$ cat config.mk
export PLATFORM = sky130hd
export DESIGN_NAME = gpio_pad_bank
export DESIGN_NICKNAME = d
export VERILOG_FILES = /design/src/rtl/gpio_pad_bank.sv
export SDC_FILE = /design/constraint.sdc
export NUM_CORES = 1
export LEC_CHECK = 0
export ABC_AREA = 1
export BUFFER_PORTS_ARGS = -buffer_cell sky130_fd_sc_hd__buf_4
export CAP_MARGIN = 15
export CORE_MARGIN = 3
export CORE_UTILIZATION = 45
export DETAILED_ROUTE_END_ITERATION = 8
export MAX_ROUTING_LAYER = met4
export PLACE_DENSITY = 0.66
export SLEW_MARGIN = 20
export SYNTH_ARGS = -nofsm -noshare
export SYNTH_HDL_FRONTEND = slang
export SYNTH_SLANG_ARGS = --single-unit
$ cat constraint.sdc
create_clock -name io_clock -period 6.7 [get_ports io_clock]
set_input_delay 0.335 -clock io_clock [delete_from_list [all_inputs] [get_ports io_clock]]
set_output_delay 0.335 -clock io_clock [all_outputs]
set_load 0.05 [all_outputs]
$ cat src/rtl/gpio_pad_bank.sv
// GPIO pad bank: bus-mapped direction/open-drain control, synchronised and debounced
// inputs, and edge-triggered interrupts with write-one-to-clear pending bits.
module gpio_pad_bank #(
  parameter int WIDTH     = 8,
  parameter int DEB_W     = 16,
  parameter int DEB_RESET = 0
) (
  input  logic             io_clock,
  input  logic             io_reset,
  input  logic             io_bus_valid,
  input  logic             io_bus_write,
  input  logic [2:0]       io_bus_addr,
  input  logic [31:0]      io_bus_wdata,
  output logic             io_bus_ready,
  output logic [31:0]      io_bus_rdata,
  input  logic [WIDTH-1:0] io_pins_read,
  output logic [WIDTH-1:0] io_pins_write,
  output logic [WIDTH-1:0] io_pins_writeEnable,
  output logic             io_interrupt
);

  localparam logic [DEB_W-1:0] LP_DEB_RESET = DEB_W'(DEB_RESET);

  localparam logic [2:0] A_IN       = 3'd0;
  localparam logic [2:0] A_OUT      = 3'd1;
  localparam logic [2:0] A_DIR      = 3'd2;
  localparam logic [2:0] A_OD       = 3'd3;
  localparam logic [2:0] A_RISE_EN  = 3'd4;
  localparam logic [2:0] A_FALL_EN  = 3'd5;
  localparam logic [2:0] A_PENDING  = 3'd6;
  localparam logic [2:0] A_DEBOUNCE = 3'd7;

  logic             r_ready;
  logic [31:0]      r_rdata;
  logic [WIDTH-1:0] r_out;
  logic [WIDTH-1:0] r_dir;
  logic [WIDTH-1:0] r_od;
  logic [WIDTH-1:0] r_rise_en;
  logic [WIDTH-1:0] r_fall_en;
  logic [WIDTH-1:0] r_pending;
  logic [DEB_W-1:0] r_debounce;
  logic [WIDTH-1:0] r_sync1;
  logic [WIDTH-1:0] r_sync2;
  logic [WIDTH-1:0] r_stable_prev;
  logic [WIDTH-1:0] r_pad_w;
  logic [WIDTH-1:0] r_pad_oe;
  logic             r_irq;

  logic             w_accept;
  logic             w_wr;
  logic             w_rd;
  logic             w_deb_wr;
  logic [WIDTH-1:0] w_pend_clr;
  logic [WIDTH-1:0] w_stable;
  logic [WIDTH-1:0] w_rise;
  logic [WIDTH-1:0] w_fall;
  logic [WIDTH-1:0] w_set;
  logic [31:0]      w_rdata_mux;
  logic             w_unused;

  // A request is not sampled while ready is high, so held valid gives one access per 2 cycles.
  assign w_accept   = io_bus_valid & ~r_ready;
  assign w_wr       = w_accept & io_bus_write;
  assign w_rd       = w_accept & ~io_bus_write;
  assign w_deb_wr   = w_wr & (io_bus_addr == A_DEBOUNCE);
  assign w_pend_clr = (w_wr && io_bus_addr == A_PENDING) ? io_bus_wdata[WIDTH-1:0] : '0;
  assign w_unused   = ^io_bus_wdata;

  assign w_rise = w_stable & ~r_stable_prev;
  assign w_fall = ~w_stable & r_stable_prev;
  assign w_set  = (w_rise & r_rise_en) | (w_fall & r_fall_en);

  always_comb begin
    w_rdata_mux = '0;
    case (io_bus_addr)
      A_IN:       w_rdata_mux[WIDTH-1:0] = w_stable;
      A_OUT:      w_rdata_mux[WIDTH-1:0] = r_out;
      A_DIR:      w_rdata_mux[WIDTH-1:0] = r_dir;
      A_OD:       w_rdata_mux[WIDTH-1:0] = r_od;
      A_RISE_EN:  w_rdata_mux[WIDTH-1:0] = r_rise_en;
      A_FALL_EN:  w_rdata_mux[WIDTH-1:0] = r_fall_en;
      A_PENDING:  w_rdata_mux[WIDTH-1:0] = r_pending;
      A_DEBOUNCE: w_rdata_mux[DEB_W-1:0] = r_debounce;
      default:    w_rdata_mux = '0;
    endcase
  end

  always_ff @(posedge io_clock or posedge io_reset) begin
    if (io_reset) begin
      r_ready    <= 1'b0;
      r_rdata    <= '0;
      r_out      <= '0;
      r_dir      <= '0;
      r_od       <= '0;
      r_rise_en  <= '0;
      r_fall_en  <= '0;
      r_debounce <= LP_DEB_RESET;
    end else begin
      r_ready <= w_accept;
      if (w_rd) begin
        r_rdata <= w_rdata_mux;
      end
      if (w_wr) begin
        case (io_bus_addr)
          A_OUT:      r_out      <= io_bus_wdata[WIDTH-1:0];
          A_DIR:      r_dir      <= io_bus_wdata[WIDTH-1:0];
          A_OD:       r_od       <= io_bus_wdata[WIDTH-1:0];
          A_RISE_EN:  r_rise_en  <= io_bus_wdata[WIDTH-1:0];
          A_FALL_EN:  r_fall_en  <= io_bus_wdata[WIDTH-1:0];
          A_DEBOUNCE: r_debounce <= io_bus_wdata[DEB_W-1:0];
          default:    ;
        endcase
      end
    end
  end

  // A new edge overrides a coincident W1C of the same bit.
  always_ff @(posedge io_clock or posedge io_reset) begin
    if (io_reset) begin
      r_pending     <= '0;
      r_stable_prev <= '0;
      r_irq         <= 1'b0;
    end else begin
      r_pending     <= (r_pending & ~w_pend_clr) | w_set;
      r_stable_prev <= w_stable;
      r_irq         <= |r_pending;
    end
  end

  // Open-drain pins only ever pull low: drive enable follows DIR & ~OUT, data fixed at 0.
  always_ff @(posedge io_clock or posedge io_reset) begin
    if (io_reset) begin
      r_pad_w  <= '0;
      r_pad_oe <= '0;
    end else begin
      r_pad_w  <= r_out & ~r_od;
      r_pad_oe <= r_dir & ~(r_od & r_out);
    end
  end

  always_ff @(posedge io_clock or posedge io_reset) begin
    if (io_reset) begin
      r_sync1 <= '0;
      r_sync2 <= '0;
    end else begin
      r_sync1 <= io_pins_read;
      r_sync2 <= r_sync1;
    end
  end

  genvar gi;
  generate
    for (gi = 0; gi < WIDTH; gi++) begin : g_deb
      logic [DEB_W-1:0] r_cnt;
      logic             r_bit;

      // Counter reaching DEBOUNCE means the new level has been seen DEBOUNCE+1 cycles in a row.
      always_ff @(posedge io_clock or posedge io_reset) begin
        if (io_reset) begin
          r_cnt <= '0;
          r_bit <= 1'b0;
        end else if (w_deb_wr) begin
          r_cnt <= '0;
        end else if (r_debounce == '0 || r_sync2[gi] == r_bit) begin
          r_cnt <= '0;
          r_bit <= r_sync2[gi];
        end else if (r_cnt >= r_debounce) begin
          r_cnt <= '0;
          r_bit <= r_sync2[gi];
        end else begin
          r_cnt <= r_cnt + DEB_W'(1);
        end
      end

      assign w_stable[gi] = r_bit;
    end
  endgenerate

  assign io_bus_ready        = r_ready;
  assign io_bus_rdata        = r_rdata;
  assign io_pins_write       = r_pad_w;
  assign io_pins_writeEnable = r_pad_oe;
  assign io_interrupt        = r_irq;

endmodule

Word-level counts from Yosys, hierarchy flattened. Cells that the tools add are included.

$add $sub $neg: 8. Magnitude comparators: 8. Eq/ne operators: 15. Mux-type cells: 43. Bitwise gates (word level): 22. Reduce and logical (&&, ||, !) cells: 34.

Operator list (number): $mux W16 (24); $add A16 B1 Y16 const B (8); $ge A16 B16 Y1 (8); $and A8 B8 Y8 (8); $pmux W8 S8 (1); $not A8 Y8 (5); $reduce_and A2 Y1 (14); $logic_not A16 Y1 (1); $mux W1 (16); $mux W8 (2); $or A8 B8 Y8 (2); $reduce_bool A2 Y1 (8); $eq A3 B3 Y1 const B (4); $eq A1 B1 Y1 (8); $logic_or A1 B1 Y1 (8); $reduce_or A8 Y1 (1); $eq A3 B2 Y1 const B (2); $and A1 B1 Y1 (4); $eq A3 B1 Y1 const B (1); $logic_not A3 Y1 (1); $not A1 Y1 (3); $logic_and A1 B1 Y1 (1).

Flip-flop bits (word level): 258. Bits of input ports: 47. Output and inout bits: 50. Word-level logic and storage cells: 161.

Depth between registers and ports, before layout. Gate-level depths: netlist of run 1.

Depth in word-level cells: 8. Depth in mapped cells: 14. Depth with buffers taken out: 14.

Worst setup path after synthesis of run 1. OpenSTA, ideal clock, no wires.

Kind: register to register. Start: register r_debounce[15]. End: register g_deb[6].r_cnt[10]. Library setup time: 0.072 ns. Data arrival time: 1.679 ns. Data required time: 6.628 ns. Setup slack: 4.950 ns. Cell stages (with the launch flop): 10. Path buffers: 1. Period minus slack after synthesis: 1.750 ns. Path through: dfrtp_1 -> inv_1 -> ha_1 -> nand2_1 -> o21bai_1 -> nand3_1 -> nor2_1 -> nand3_2 -> buf_2 -> nor2_1.

Word-level cells in the longest chain between the ends: 4. Elaborated cells on any way between the ends: 6. Those cells by class: order compare (1); mux (3); reduce/logical (2).

Ends and longest elaborated chain: start: declaration (line 41) `logic [DEB_W-1:0] r_debounce;`; start signal: assignment (line 110) `A_DEBOUNCE: r_debounce <= io_bus_wdata[DEB_W-1:0];`; $ge A16 B16 Y1 / $logic_not A16 Y1 (equally long branches) (line 167, 164); $mux W16 / $logic_or A1 B1 Y1 (equally long branches) (line 167, 164); $mux W16 * (line 164) `end else if (r_debounce == '0 || r_sync2[gi] == r_bit) begin`; $mux W16 * (line 162) `end else if (w_deb_wr) begin`; end signal: assignment (line 171) `r_cnt <= r_cnt + DEB_W'(1);`; end: declaration (line 154) `logic [DEB_W-1:0] r_cnt;`.

Mark *: on every way between the ends. The rest lies on a longest branch, timed or not. A chain may end at the register's enable or synchronous reset.

Final worst setup path of run 1.
Start: register r_debounce[9]. End: register g_deb[6].r_cnt[14].

The elaborated chain is that of the path after synthesis.

==> results of run 1 <==
[routing by layer]
layer / part of all wire (%) / track usage [%]
met5: 0 / -
met4: 3.1 / 6.08
met3: 5.0 / 2.53
met2: 46 / 33.8
met1: 46 / 27.2
[metrics by stage]
step / setup slack (ns) / utilization (%) / hold WS [ns]
after detailed placement: 4.28 / 48.8 / 0.327
after CTS: 4.22 / 52.6 / 0.00921
after global placement: 4.33 / 48.8 / 0.323
final: 4.26 / 52.6 / 0.0350
after global routing: 4.04 / 52.6 / 0.0222
after floorplan: 2.97 / - / 0.331
[flip-flops by register name, indices dropped and copies added (netlist names)]
| signal | count |
|---|---|
| r_rise_en | 8 |
| io_pins_writeEnable | 8 |
| r_od | 8 |
| r_out | 8 |
| r_pending | 8 |
| r_dir | 8 |
| io_pins_write | 8 |
| r_sync2 | 8 |
| io_bus_ready | 1 |
| r_stable_prev | 8 |
| io_bus_rdata | 16 |
| r_sync1 | 8 |
| r_fall_en | 8 |
| r_debounce | 16 |
| g_deb.r_bit | 8 |
| g_deb.r_cnt | 128 |
| io_interrupt | 1 |
[cells in the final DEF, fill, tap and decap left out, types with 31 or more instances in the layout]
cell       instances
dfrtp_1          258
nor2_1           243
a21oi_1           53
ha_1             136
nand3_1           83
nand2_1          460
inv_1            209
nand4_1           34
clkbuf_16         31
o21ai_0           91
xor2_1            61
buf_4             68
[cells in the mapped netlist]
| master | n | area share (%) |
|---|---|---|
| xnor2_1 | 30 | 1.8 |
| o21ai_2 | 8 | 0.48 |
| conb_1 | 1 | 0.025 |
| nand3_2 | 7 | 0.48 |
| a21o_1 | 1 | 0.051 |
| o21bai_1 | 11 | 0.56 |
| nor3_4 | 1 | 0.11 |
| inv_2 | 4 | 0.10 |
| buf_6 | 5 | 0.38 |
| a21oi_1 | 53 | 1.8 |
| buf_4 | 18 | 0.92 |
| o22ai_1 | 5 | 0.21 |
| xor2_1 | 61 | 3.6 |
| nand2_1 | 460 | 12 |
| clkbuf_1 | 3 | 0.076 |
| o221ai_1 | 7 | 0.42 |
| o21ai_1 | 2 | 0.068 |
| nand3b_1 | 5 | 0.25 |
| nor4_1 | 4 | 0.17 |
| o2111ai_1 | 1 | 0.059 |
| inv_1 | 210 | 5.3 |
| nor2_1 | 243 | 6.2 |
| inv_4 | 1 | 0.042 |
| nor2_2 | 7 | 0.30 |
| buf_2 | 10 | 0.34 |
| nor2_4 | 2 | 0.15 |
| a22oi_1 | 2 | 0.10 |
| nand3_4 | 3 | 0.36 |
| nand4_1 | 34 | 1.4 |
| nand2_2 | 6 | 0.25 |
| nor3_1 | 21 | 0.71 |
| or2_2 | 2 | 0.085 |
| nand2_4 | 1 | 0.076 |
| nand3_1 | 83 | 2.8 |
| dfrtp_1 | 258 | 44 |
| o21ai_0 | 91 | 3.1 |
| nor3_2 | 2 | 0.14 |
| ha_1 | 136 | 12 |
[critical path, cell delays in order (launching register included)]
cell and delay (ns):
dfrtp_1 0.37, inv_1 0.51, ha_1 0.36, nand2_1 0.07, nand2_1 0.04, nand2_1 0.05
nand2_1 0.05, nand2_1 0.06, nand2_1 0.06, nor2_1 0.22, nand3_2 0.32, a21oi_1 0.22
[cells by family after synthesis]
| family | after synthesis | synth area share [%] |
|---|---|---|
| AOI/OAI and AO/OA | 181 | 6.83 |
| xor gates and xnor gates | 91 | 5.40 |
| adders and majority gates | 136 | 11.5 |
| buffers and inverters | 251 | 7.20 |
| DFF | 258 | 43.8 |
| other | 1 | 0.0254 |
| and+or+nand+nor | 881 | 25.2 |
[report_power, final]
group / leakage (nW) / switching, mW / total (mW) / internal, mW
Sequential: 3.33 / 0.237 / 2.05 / 1.82
Clock: 0.530 / 0.648 / 1.73 / 1.08
Combinational: 4.86 / 0.971 / 1.42 / 0.450
[path summary, 6_finish.rpt]
path / slack, ns / cells after the start / endpoint / startpoint
setup / recovery: 4.26 / 11 / g_deb[6].r_cnt[14] / r_debounce[9]
hold / removal: 0.03 / 3 / r_debounce[13] / io_bus_wdata[13]
setup reg to reg: 4.26 / 11 / g_deb[6].r_cnt[14] / r_debounce[9]
hold reg to reg: 0.35 / 0 / r_sync2[7] / r_sync1[7]
max in group asynchronous: 5.24 / 4 / io_bus_rdata[14] / io_reset
min in group asynchronous: 0.33 / 3 / r_dir[6] / io_reset
[layout make-up]
type,count,area (um2)
clock buffers,41,893
clock inverters,13,171
fillers,2960,15200
inverters,215,813
multi-input cells,1305,7290
flip-flops and latches,258,6460
well taps,435,544
repair buffers,81,641
==> flow_metrics.tcl, run 1 <==
set metrics [dict create \
    syn_to_final_growth_pct 13.9 \
    finalInstanceArea_um2 16800 \
    core_area_um2 32000 \
    p_leak_nw 8.72 \
    cts.sinks 258 \
    finalCritPeriodShare_pct 36.4 \
    worst-setup-path-type "flip-flop to flip-flop" \
    grt_pass1_wl_um 57900 \
    routed-via-count 11800 \
    fmax_ghz 0.410 \
    crit_fanout 15 \
    htree_levels 1 \
    wl_per_cell_um 14.9 \
    track_usage_pct 20.7 \
    dpl_cell_area_um2 15600 \
    clk_latency_ns 0.54 \
    totalWireLength_um 35100 \
    finalHoldViolCount 0 \
    power_mw 5.20 \
    grt_overflow 0 \
    syn-cell-area_um2 14700 \
    drive_gt1_share_pct 8.63 \
    hold_buffers 13 \
    finalSetupTns_ns 0 \
    critPathLaunchType "flip-flop" \
    synthDistinctLibCells 38 \
    die_w_um 187 \
    yosys_warnings 0 \
    clk_pin_slew_worst_paths_ns 0.06 \
    stdcell_count 2348 \
    root_buffer "clkbuf_16" \
    synthCells 1799 \
    drv_cap 0 \
    diodes 0 \
    power.density_nw_per_um2 309 \
    hold_path_class "input pin to flip-flop" \
    cts_tree "done" \
    via_per_inst 5.04 \
    routabilityCongestion 0.880 \
    grt_pass1_vias 11400 \
    port_buffers 64 \
    cts_setup_buffers 0 \
    irDropWorstVdd_uv 189 \
    numCtsBuffers 30 \
    drt_pre_antenna_iters 6 \
    die_area_um2 35000 \
    rsz0062_at_grt "false" \
    slew_violations 0 \
    post-route-min-period_ns 2.44 \
    drt_iter0_markers 760 \
    synth_area_per_cell_um2 8.20 \
    worst_ep_arrival_time_ns 2.90 \
    detail-route-antenna-nets 0 \
    cp.required_ns 7.16 \
    drc 0 \
    worst_pin_slew_ns 0.891 \
    die_y_um 187 \
    yosysSeqAreaShare_pct 43.8 \
    setup_viol 0 \
    post-dp-hpwl_um 24400 \
    clock_skew_ns 0.0104 \
    synth-seq-cells 258 \
    start_util_pct 46.1 \
    clock_path_buffers 3 \
    pin_count 97 \
    antenna_found_initial 0 \
    endpoint_kind "flip-flop" \
    status "complete, no violations" \
    cts-resized-gates 0 \
    dp_cells 2281 \
    slew_headroom_pct 40.4 \
    rows 65 \
    finalNetCount 2074 \
    grt_max_degree 66 \
]
No activity file was read; power rests on OpenSTA's default activity.
==> inputs of run 2 (changes only) <==
Settings changed: PLACE_DENSITY 0.66 to 0.63.
Clock period 6.7 ns to 2.3 ns, I/O delays scaled along.
==> run 2 against run 1 <==
  * Worst hold slack got worse by 0.0067 ns
  * Design area grew 3.9%
  * Sequential power grew to 2.9 times the previous value
  * Critical endpoint is now g_deb[7].r_cnt[14]
  * Wire length grew 1.7%
  * Register-to-register slack got worse by 4.0 ns
  * Fmax is 18% higher
  * First-iteration DRC count down 16%
  * Clock power grew to 2.7 times the previous value
  * Total power grew to 2.9 times the previous value
  * Combinational power rose to 3.3 times the previous value
==> flow_metrics.tcl, run 2 (synthesis results as in run 1) <==
set metrics [dict create \
    pin_count 97 \
    numCtsBuffers 30 \
    p_leak_nw 9.06 \
    status "complete, no violations" \
    drv_cap 0 \
    die_w_um 187 \
    crit_fanout 16 \
    finalHoldViolCount 0 \
    layout_common_cells "460 x nand2_1, 258 x dfrtp_1, 242 x nor2_1" \
    final_common_cell "nand2_1" \
    worst_ep_arrival_time_ns 2.54 \
    power.density_nw_per_um2 876 \
    clk_latency_ns 0.55 \
    cts.sinks 258 \
    via_per_inst 4.97 \
    cts_tree "done" \
    crit_slowest_cell "dfrtp_1" \
    setup_viol 0 \
    met2WireLength_um 16400 \
    syn_to_final_growth_pct 18.4 \
    detail-route-antenna-nets 0 \
    clk_pin_slew_worst_paths_ns 0.06 \
    grt_overflow 0 \
    cp_cell_sequence "clkinvlp_4 -> buf_4 -> ha_1 -> nand2_1 -> inv_1 -> nand2_1 -> nand2_1 -> nand2_1 -> nand2_1 -> nor2_1 -> nand3_2 -> buf_12 -> nor2_1" \
    irDropWorstVdd_uv 639 \
    rsz0062_at_grt "false" \
    diodes 0 \
    drc 0 \
    clock_path_buffers 3 \
    post-dp-hpwl_um 26300 \
    totalWireLength_um 35700 \
    finalInstanceArea_um2 17500 \
    htree_levels 1 \
    grt_max_degree 82 \
    antenna_found_initial 0 \
    wl_met3_um 1560 \
    crit_family "buffers and inverters" \
    fin_ws_ns 0.231 \
    grt_pass1_vias 11800 \
    grt_pass1_wl_um 60200 \
    fmax_ghz 0.483 \
    post-route-min-period_ns 2.07 \
    worst_pin_slew_ns 0.703 \
    worst-setup-path-type "flip-flop to flip-flop" \
    drt_iter0_markers 637 \
    die_y_um 187 \
    finalSetupTns_ns 0 \
    dpl_cell_area_um2 16200 \
    start_util_pct 46.1 \
    slew_headroom_pct 53.1 \
    finalCritPeriodShare_pct 89.9 \
    slew_violations 0 \
    die_area_um2 35000 \
    drt_pre_antenna_iters 6 \
    largest_register_ff_count 128 \
    routed-via-count 12000 \
    critical-path-max-stage-delay_ns 0.38 \
    wl_per_cell_um 14.8 \
    track_usage_pct 21.4 \
    endpoint_kind "flip-flop" \
    m1WireLength_um 16500 \
    root_buffer "clkbuf_16" \
    core_area_um2 32000 \
    top_layer_used "met4" \
    whs_ns 0.0282 \
    rows 65 \
    critPathLaunchType "flip-flop" \
    drive_gt1_share_pct 11.0 \
    path_common_cell "nand2_1" \
    regMostFlops "g_deb.r_cnt" \
    dp_slack_ns 0.163 \
    hold_path_class "input pin to flip-flop" \
    port_buffers 64 \
    routabilityCongestion 0.896 \
    clock_skew_ns 0.0116 \
    finalNetCount 2141 \
    final_core_utilization_pct 54.6 \
    crit_buf_inv 4 \
    cp.required_ns 2.77 \
]
[run 2: cell count changes in the layout (fill, tap and decap cells not counted), sizes merged]
cell,delta
buf,+54
bufinv,-4
clkbuf,+4
clkinv,-2
clkinvlp,+2
dlygate4sd3,+13
inv,-1
[run 2: where the power goes]
group	internal, mW	total (mW)	leakage (nW)	switching (mW)
registers	5.29	5.95	3.33	0.659
clock network	2.76	4.62	0.482	1.86
logic	1.77	4.73	5.25	2.95
[run 2: final timing paths]
path	from	endpoint	slack (ns)	cells after the start
max	r_debounce[10]	g_deb[7].r_cnt[14]	0.23	13
min	io_bus_write	io_bus_rdata[1]	0.03	6
max reg2reg	r_debounce[10]	g_deb[7].r_cnt[14]	0.23	13
min reg2reg	r_sync1[5]	r_sync2[5]	0.36	0
max in group asynchronous	io_reset	g_deb[6].r_cnt[5]	1.27	5
min in group asynchronous	io_reset	r_od[0]	0.13	3
[run 2: per-layer routing]
layer	up-vias	track usage, %
met5	-	-
met3	77	2.75
met1	5598	28.0
met2	265	34.7
li1	6055	-
met4	0	7.27
[run 2: per-stage QoR]
step / cells / power (mW)
final: 2414 / 15.3
after global routing: 2414 / 16.3
after CTS: 2412 / 15.4
after detailed placement: 2333 / 10.7
after global placement: 2333 / 10.6
after floorplan: 1814 / 8.89
[run 2: worst min-delay path: stages]
cell and delay [ns]:
buf_4 0.09, nor3_2 0.07, o21ai_0 0.08, inv_1 0.04, nand2_1 0.09, nand2_1 0.05
[run 2: repair_timing]
action / 4_1_cts / 5_1_grt
gates resized for setup: 0 / 2
hold buffers: 26 / 0
setup buffers: 0 / 2
hold endpoints to repair: 199 / 0
setup endpoints to repair: 0 / 2
[run 2: area by class of cell]
cell class,count,area [um2]
Clock buffer,45,928
Clock inverter,8,45.0
Fill cell,2956,14500
Inverter,215,817
Multi-Input combinational cell,1305,7290
Sequential cell,258,6460
Tap cell,435,544
Timing Repair Buffer,148,1380
==> inputs of run 3 (changes only) <==
Settings changed: CORE_ASPECT_RATIO set to 0.9, HOLD_SLACK_MARGIN set to 0.05, TNS_END_PERCENT set to 20.
==> run 3 against run 2 <==
  * Clock power grew 11%
  * Total power up 3.1%
  * Via count decreased by 0.24%
  * Worst hold slack improved by 0.13 ns
  * Highest routed layer unchanged
  * Critical path type unchanged
  * Clock-buffer cell count shrank 10
  * Worst setup slack better by 0.037 ns
  * Fmax grew 1.8%
  * Clock skew grew 0.015 ns
==> flow_metrics.tcl, run 3 (synthesis results as in run 1) <==
set metrics [dict create \
    pin_count 97 \
    p_leak_nw 9.01 \
    crit_fanout 15 \
    cts.sinks 258 \
    clk_pin_slew_worst_paths_ns 0.06 \
    drive_gt1_share_pct 10.3 \
    via_per_inst 5.02 \
    grt_max_degree 101 \
    regMostFlops "g_deb.r_cnt" \
    final_common_cell "nand2_1" \
    power.density_nw_per_um2 907 \
    met3_usage_pct 3.28 \
    root_buffer "clkbuf_16" \
    stdcell_count 2382 \
    worst_pin_slew_ns 0.724 \
    finalSetupTns_ns 0 \
    r2r_cells 11 \
    totalWireLength_um 35500 \
    min_path_cells 4 \
    post-dp-hpwl_um 25500 \
    met1_usage_pct 30.9 \
    track_usage_pct 21.6 \
    port_buffers 64 \
    finalCritPeriodShare_pct 88.3 \
    drt_iter0_markers 680 \
    cp_cell_sequence "inv_1 -> ha_1 -> nand2_1 -> nand2_1 -> nand2_1 -> nand2_1 -> nand2_1 -> nand2_1 -> nor2_1 -> nand3_4 -> a21oi_1" \
    crit_slowest_cell "ha_1" \
    dp_cells 2300 \
    slew_headroom_pct 51.7 \
    finalNetCount 2126 \
    detail-route-antenna-nets 0 \
    dp_slack_ns 0.267 \
    post-route-min-period_ns 2.03 \
    fin_ws_ns 0.268 \
    grt_pass1_vias 11600 \
    htree_levels 1 \
    core_area_um2 32100 \
    rsz0062_at_grt "false" \
    irDropWorstVdd_uv 587 \
    critical-path-max-stage-delay_ns 0.35 \
    die_w_um 197 \
    whs_ns 0.160 \
    crit_buf_inv 1 \
    diodes 0 \
    slew_violations 0 \
    die_area_um2 35000 \
    clock_skew_ns 0.0265 \
    clock_path_buffers 3 \
    path_common_cell "nand2_1" \
    cts-resized-gates 0 \
    clk_latency_ns 0.58 \
    critPathLaunchType "flip-flop" \
    drc 0 \
    cts_tree "done" \
    routabilityCongestion 0.847 \
    worst-setup-path-type "flip-flop to flip-flop" \
    routed-via-count 12000 \
    hold_path_class "input pin to flip-flop" \
    final_core_utilization_pct 54.1 \
    syn_to_final_growth_pct 17.8 \
    worst_ep_arrival_time_ns 2.54 \
    layout_common_cells "460 x nand2_1, 258 x dfrtp_1, 243 x nor2_1" \
    status "complete, no violations" \
    numCtsBuffers 29 \
    die_y_um 178 \
    wl_per_cell_um 14.9 \
    grt.busiest_layer "met2" \
    largest_register_ff_count 128 \
    cp.required_ns 2.81 \
    antenna_found_initial 0 \
    grt_use_met2_pct 32.5 \
    drv_cap 0 \
    endpoint_kind "flip-flop" \
    grt_overflow 0 \
    fmax_ghz 0.492 \
    setup_viol 0 \
    crit_family "simple AND/OR/NAND/NOR gates" \
    start_util_pct 45.9 \
    cp.depth 11 \
    grt_pass1_wl_um 59400 \
    finalHoldViolCount 0 \
    rows 62 \
    drt_pre_antenna_iters 5 \
]
-- run 3: cell count changes in the layout (fill, tap and decap cells not counted), sizes merged --
cell / before / now
clkinvlp: 4 / 5
dlygate4sd3: 26 / 28
clkinv: 6 / 8
bufinv: 0 / 6
inv: 213 / 215
clkbuf: 45 / 35
buf: 122 / 106
-- run 3: layout make-up --
cell class | instances | area (um2)
multi-input combinational | 1305 | 7290
inverter | 215 | 813
timing repair buffer | 134 | 1240
sequential | 258 | 6460
tap | 416 | 520
clock inverter | 19 | 278
clock buffer | 35 | 788
fill | 2973 | 14700
-- run 3: what timing repair did --
item	4_1_cts	5_1_grt
setup buffers	0	0
hold buffers	28	0
hold endpoints to repair	345	0
-- run 3: where the power goes --
group	internal, mW	switching, mW
Clock	3.13	1.98
Sequential	5.29	0.679
Combinational	1.74	2.95
-- run 3: path summary, 6_finish.rpt --
path / slack, ns / end / start
max: 0.27 / g_deb[2].r_cnt[14] / r_debounce[8]
min: 0.16 / r_fall_en[5] / io_bus_addr[1]
max reg2reg: 0.27 / g_deb[2].r_cnt[14] / r_debounce[8]
min reg2reg: 0.35 / r_sync2[0] / r_sync1[0]
max in group asynchronous: 0.84 / io_pins_writeEnable[1] / io_reset
min in group asynchronous: 0.63 / io_pins_writeEnable[0] / io_reset
-- run 3: metrics by stage --
stage	power (mW)	instance area [um2]
finish	15.8	17400
CTS	15.9	17400
global placement	10.5	16000
global route	16.8	17400
floorplan	8.89	14800
detailed placement	10.7	16000
-- run 3: tightest hold or removal path, delay by kind of cell --
| family | cells | cell delay (ns) |
|---|---|---|
| buffers and inverters | 1 | 0.16 |
| AOI/OAI and AO/OA | 1 | 0.07 |
| and+or+nand+nor | 2 | 0.36 |
-- run 3: layer usage --
metal	share of wire (%)	up-vias	routed length [um]
met5	0	-	0
met2	43	210	15200
li1	-	6044	-
met3	4.4	63	1550
met1	51	5649	17900
met4	2.3	0	815
